[config.mk]
export PLATFORM = sky130hd
export DESIGN_NAME = disp_sequencer
export DESIGN_NICKNAME = d
export VERILOG_FILES = /design/src/rtl/disp_pkg.sv /design/src/rtl/bin2dec.sv /design/src/rtl/disp_sequencer.sv
export SDC_FILE = /design/constraint.sdc
export NUM_CORES = 1
export LEC_CHECK = 0
export BUFFER_PORTS_ARGS = -buffer_cell sky130_fd_sc_hd__buf_4
export CAP_MARGIN = 40
export CORE_UTILIZATION = 61
export CTS_CLUSTER_SIZE = 16
export DETAILED_ROUTE_END_ITERATION = 6
export PLACE_DENSITY = 0.9
export SYNTH_ARGS = -nofsm -noshare
export SYNTH_HDL_FRONTEND = slang
export SYNTH_HIERARCHICAL = 1
export SYNTH_SLANG_ARGS = --single-unit
[constraint.sdc]
create_clock -name i_clk -period 5.42 [get_ports i_clk]
set_input_delay 0.813 -clock i_clk [delete_from_list [all_inputs] [get_ports i_clk]]
set_output_delay 0.813 -clock i_clk [all_outputs]
set_load 0.05 [all_outputs]
[src/rtl/disp_pkg.sv]
// Shared definitions for the temperature-readout digit sequencer.
package disp_pkg;

    typedef enum logic [1:0] {
        ST_IDLE = 2'd0,
        ST_TENS = 2'd1,
        ST_ONES = 2'd2,
        ST_GAP  = 2'd3
    } state_t;

    localparam logic [3:0] BLANK_CODE = 4'd10;
    localparam logic [5:0] LZ_LIMIT   = 6'd10;

    // Tens digit of a 0..63 reading (always 0..6).
    function automatic logic [3:0] tens_digit(input logic [5:0] v);
        logic [5:0] q;
        q = v / 6'd10;
        return q[3:0];
    endfunction

    // Ones digit of a 0..63 reading (always 0..9).
    function automatic logic [3:0] ones_digit(input logic [5:0] v);
        logic [5:0] r;
        r = v % 6'd10;
        return r[3:0];
    endfunction

endpackage

[src/rtl/bin2dec.sv]
// Shared binary-to-decimal converter: selects the tens or ones digit of a
// 6-bit value, or the blank code when neither select is active.
module bin2dec
    import disp_pkg::*;
(
    input  logic [5:0] bin,
    input  logic       sel_tens,
    input  logic       sel_ones,
    output logic [3:0] dec
);

    // Digit mux; tens select has priority, blank when idle.
    always_comb begin
        dec = BLANK_CODE;
        if (sel_tens) begin
            dec = tens_digit(bin);
        end else if (sel_ones) begin
            dec = ones_digit(bin);
        end
    end

endmodule

[src/rtl/disp_sequencer.sv]
// Drives the single 7-segment digit: tens, ones, blank gap, each for DWELL
// cycles. New readings are queued in a one-deep pending register and only
// taken at a frame start, so a frame in flight never changes.
module disp_sequencer
    import disp_pkg::*;
#(
    parameter int DWELL       = 4,
    parameter int LZ_SUPPRESS = 1
) (
    input  logic       i_clk,
    input  logic       i_reset,
    input  logic [5:0] i_bin,
    input  logic       i_valid,
    input  logic       i_cont,
    output logic [3:0] o_dec,
    output logic       o_tens,
    output logic       o_ones,
    output logic       o_busy,
    output logic       o_frame_done
);

    localparam int            CW       = $clog2(DWELL + 1);
    localparam logic [CW-1:0] CNT_LAST = CW'(DWELL - 1);

    state_t        state, state_nx;
    logic [CW-1:0] cnt, cnt_nx;
    logic [5:0]    hold, hold_nx;
    logic [5:0]    pend, pend_nx;
    logic          pend_v, pend_v_nx;
    logic          pending;
    logic          last_cycle;
    logic          frame_start;
    logic          tens_nx, ones_nx, busy_nx, done_nx;

    // Next state, dwell count, hold/pend update and next registered outputs.
    always_comb begin
        state_nx    = state;
        cnt_nx      = cnt;
        hold_nx     = hold;
        pend_nx     = pend;
        pend_v_nx   = pend_v;
        frame_start = 1'b0;
        last_cycle  = (cnt == CNT_LAST);
        // A strobe on this very edge counts as pending for the start decision.
        pending     = pend_v | i_valid;

        if (i_valid) begin
            pend_nx   = i_bin;
            pend_v_nx = 1'b1;
        end

        case (state)
            ST_IDLE: begin
                if (pending) frame_start = 1'b1;
            end
            ST_TENS: begin
                if (last_cycle) begin
                    state_nx = ST_ONES;
                    cnt_nx   = '0;
                end else begin
                    cnt_nx = cnt + 1'b1;
                end
            end
            ST_ONES: begin
                if (last_cycle) begin
                    state_nx = ST_GAP;
                    cnt_nx   = '0;
                end else begin
                    cnt_nx = cnt + 1'b1;
                end
            end
            ST_GAP: begin
                if (last_cycle) begin
                    if (i_cont || pending) begin
                        frame_start = 1'b1;
                    end else begin
                        state_nx = ST_IDLE;
                        cnt_nx   = '0;
                    end
                end else begin
                    cnt_nx = cnt + 1'b1;
                end
            end
            default: begin
                state_nx = ST_IDLE;
                cnt_nx   = '0;
            end
        endcase

        // Frame start consumes the newest value; otherwise the old one repeats.
        if (frame_start) begin
            state_nx  = ST_TENS;
            cnt_nx    = '0;
            pend_v_nx = 1'b0;
            if (i_valid) begin
                hold_nx = i_bin;
            end else if (pend_v) begin
                hold_nx = pend;
            end
        end

        tens_nx = (state_nx == ST_TENS) &&
                  !((LZ_SUPPRESS != 0) && (hold_nx < LZ_LIMIT));
        ones_nx = (state_nx == ST_ONES);
        busy_nx = (state_nx != ST_IDLE);
        done_nx = (state_nx == ST_GAP) && (cnt_nx == CNT_LAST);
    end

    // State, data and output registers; reset clears everything at once.
    always_ff @(posedge i_clk or posedge i_reset) begin
        if (i_reset) begin
            state        <= ST_IDLE;
            cnt          <= '0;
            hold         <= '0;
            pend         <= '0;
            pend_v       <= 1'b0;
            o_tens       <= 1'b0;
            o_ones       <= 1'b0;
            o_busy       <= 1'b0;
            o_frame_done <= 1'b0;
        end else begin
            state        <= state_nx;
            cnt          <= cnt_nx;
            hold         <= hold_nx;
            pend         <= pend_nx;
            pend_v       <= pend_v_nx;
            o_tens       <= tens_nx;
            o_ones       <= ones_nx;
            o_busy       <= busy_nx;
            o_frame_done <= done_nx;
        end
    end

    bin2dec u_bin2dec (
        .bin      (hold),
        .sel_tens (o_tens),
        .sel_ones (o_ones),
        .dec      (o_dec)
    );

endmodule

==> metrics.txt <==
status=completed; Pleak=0.7337 nW; terminus of the critical flop-to-flop path=o_tens; worst voltage drop across the vdd grid=328.8 µV; Worst Reg2Reg Path Length in Cells=6; post-route setup TNS=0 ns; start-to-end type of the worst setup path=register to output port; number of synthesized flops with an enable pin=0; GRT Resource Usage Total=27.43%; largest net degree at the start of global routing=23; most used standard cell by instance count after synthesis=sky130_fd_sc_hd__dfrtp_1; number of gates given a new drive strength after cts=0; DRC violations left=0; register-to-register setup slack=3.20 ns; antenna violations before repair=0; clock transition at the registers of the reported paths=0.10 ns; Switching Fraction=50.44%; Seq/Total Area, Yosys=37.23%; combinational share of power=58.9%; crit share post-route=49.87%; Post-layout nets=186; delay contributed by the slowest stage of the critical path=0.69 ns; relative area change from synthesis to final layout=8.376%; Die Span X=51.24 µm; source of the worst register-to-register timing path=state[1]; Critical Path AT=1.89 ns; worst slew margin relative to its limit=46.16%; TritonCTS clock tree=yes; Worst Hold Depth=1; depth of the CTS H-tree=1; Synth top area share=37.23%; #FFs+latches synth=22; Initial Util=65.59%; cell row count=17; Setup crit end kind=output port; data required time of the worst path=4.61 ns; clock tree root driver cell=sky130_fd_sc_hd__clkbuf_4; overall power consumption=0.9012 mW; cell taking the most area after synthesis=sky130_fd_sc_hd__dfrtp_1; max-cap violations=0; share of final-layout standard cells stronger than drive strength 1=22.62%; DRC violation total after the first TritonRoute iteration=65; synthesized area divided by synthesized cell count=9.480 µm²; area enclosed by the die boundary=2626 µm²; worst hold path class=register to register; hold violation total from the final report=0; Worst Clk Skew=0.007498 ns; routed wirelength normalized by instance count=16.26 µm; total of buffers placed on input and output ports=17; count of antenna diodes in the layout=0; Cell Pwr Density=562.3 nW/µm²; GPL Wtd Cong=0.8470; Routed Antenna Nets=0; count of endpoints failing setup in the final report=0; part of the power in the clock network=7.8%; core area=2255 µm²; distinct cell type count of the synthesized netlist=55; TritonCTS buffer count=3; actual slew at the worst max-slew pin=0.8067 ns; hold path endpoint=pend[5]; HPWL after detailed placement=2.447 mm; FILL cells=181; most used flip-flop cell after synthesis=sky130_fd_sc_hd__dfrtp_1; standard cell with the maximum stage delay on the critical path=sky130_fd_sc_hd__dfrtp_1; Remaining Overflow, GRT=0; Syn Nets=172; Final Max Slew Viols=0; first-pass GRT wire length=5.388 mm; setup repair after global routing missed its margin=false; vias per cell=6.444; clk sinks=22; net switching power=0.4546 mW; I/O pin total=18; highest net fanout along the worst path=17; total of warnings raised by yosys=6; fraction of registers with async set or reset after synthesis=100.0%; latest clock arrival within the worst-skew pair=0.30 ns; post-CTS setup buffers=0; DIE HEIGHT=51.24 µm; CP Cell Sequence=o21ai_0 -> a22oi_1 -> o21ai_0 -> a32oi_1 -> buf_4; fin crit period=2.703 ns; max frequency=370.0 MHz; first-pass detailed-route iteration total=4; vias in the first global route=1,168; final wirelength=3.187 mm; number of vias in the routed layout=1,263; cts-stage hold buffer count=0; library cell appearing most often on the critical path=sky130_fd_sc_hd__o21ai_0; critical path launch point type=register; dominant cells by area after synthesis=sky130_fd_sc_hd__dfrtp_1, sky130_fd_sc_hd__ha_1, sky130_fd_sc_hd__o21ai_0; gate count of the mapped netlist=156; internal power consumption=0.4467 mW; maximum buffer depth of the clock tree=2; Worst Hold Launch=pend[5]; leading post-synthesis cells by instance count=sky130_fd_sc_hd__dfrtp_1, sky130_fd_sc_hd__o21ai_0, sky130_fd_sc_hd__inv_1; Flop pwr share=33.3%; cell area after synthesis=1479 µm²
## cell usage in the layout, fill, tap and decap left out, types with 2 or more instances in the layout
cell                        count
sky130_fd_sc_hd__nor2b_1        2
sky130_fd_sc_hd__a22oi_1        2
sky130_fd_sc_hd__a21o_1         2
sky130_fd_sc_hd__o21ai_0       13
sky130_fd_sc_hd__and3_1         2
sky130_fd_sc_hd__nor2_1         9
sky130_fd_sc_hd__nand2b_1       4
sky130_fd_sc_hd__ha_1           6
sky130_fd_sc_hd__mux2i_1        3
sky130_fd_sc_hd__o21ai_1        2
sky130_fd_sc_hd__clkbuf_4       3
sky130_fd_sc_hd__inv_1         12
sky130_fd_sc_hd__a21oi_2        2
sky130_fd_sc_hd__a31oi_1        4
sky130_fd_sc_hd__a21oi_1        7
sky130_fd_sc_hd__mux2_2         3
sky130_fd_sc_hd__nand3b_1       2
sky130_fd_sc_hd__o2bb2ai_1      2
sky130_fd_sc_hd__nor4b_1        2
sky130_fd_sc_hd__dfrtp_1       22
sky130_fd_sc_hd__nand3_1        2
sky130_fd_sc_hd__nor3_1         5
sky130_fd_sc_hd__nand2_1        9
sky130_fd_sc_hd__or2_2          2
sky130_fd_sc_hd__o21a_1         2
sky130_fd_sc_hd__buf_4         17
sky130_fd_sc_hd__a211oi_1       2
## metrics by stage
| stage | instance area, µm² | cells | util [%] | setup slack, ns | hold WS, ns |
|---|---|---|---|---|---|
| floorplan | 1479 | 156 | - | 2.446 | 0.4609 |
| finish | 1603 | 196 | 71.09 | 2.717 | 0.5145 |
| global placement | 1580 | 193 | 70.09 | 3.116 | 0.4904 |
| CTS | 1603 | 196 | 71.09 | 2.734 | 0.5201 |
| detailed placement | 1580 | 193 | 70.09 | 3.066 | 0.4951 |
| global route | 1603 | 196 | 71.09 | 2.567 | 0.5501 |
## layer usage
layer	share of wire [%]	vias up	global-route usage, %
met5	0	-	0
met4	0.78	0	4.955
met3	5.7	4	2.381
met2	49	55	46.93
met1	44	609	38.45
li1	-	595	-
## worst max path at each step
stage | cells after the start | to | start
2_1_floorplan | 5 | o_dec[3] | hold[5]
3_3_place_gp | 6 | o_tens | i_valid
3_5_place_dp | 5 | o_dec[1] | hold[2]
4_1_cts | 5 | o_dec[1] | hold[1]
5_1_grt | 5 | o_dec[1] | hold[1]
6_report | 5 | o_dec[1] | hold[1]
## critical path: cells and delay by family (launching register included)
family                 cells  cell delay (ns)
DFF                        1             0.69
buffers and inverters      1             0.23
AOI/OAI and AO/OA          4             0.67
## power by group through the flow
stage               registers (mW)  clock network [mW]  logic, mW
floorplan                    0.281                   0      0.436
global placement             0.295                   0      0.498
detailed placement           0.301                   0      0.524
CTS                          0.298              0.0709      0.526
global route                 0.309              0.0769      0.575
finish                       0.300              0.0703      0.531
## cells by family (layout without fill, tap and decap cells)
family / count (synthesis) / count (layout) / share of synthesized area (%)
xor+xnor: 1 / 1 / 0.5923
buf+inv: 21 / 33 / 7.444
fa+ha+maj: 6 / 6 / 5.076
mux: 7 / 7 / 5.330
compound gates: 52 / 52 / 25.80
simple gates: 47 / 47 / 18.53
flops: 22 / 22 / 37.23
## registers in the layout, summed over array words and instances (netlist names)
name and count:
hold 6, pend 6, cnt 3, state 2, o_busy 1, o_frame_done 1, o_ones 1, o_tens 1
pend_v 1
## layout make-up
| type | instances | area [µm²] | share of cell area, % |
|---|---|---|---|
| Inverter | 13 | 48.80 | 3.044 |
| Sequential cell | 22 | 550.5 | 34.35 |
| Timing Repair Buffer | 17 | 127.6 | 7.962 |
| Tap cell | 28 | 35.03 | 2.186 |
| Clock buffer | 3 | 22.52 | 1.405 |
| Multi-Input combinational cell | 113 | 818.3 | 51.05 |
Note: power is estimated with default switching activity, not from simulation.
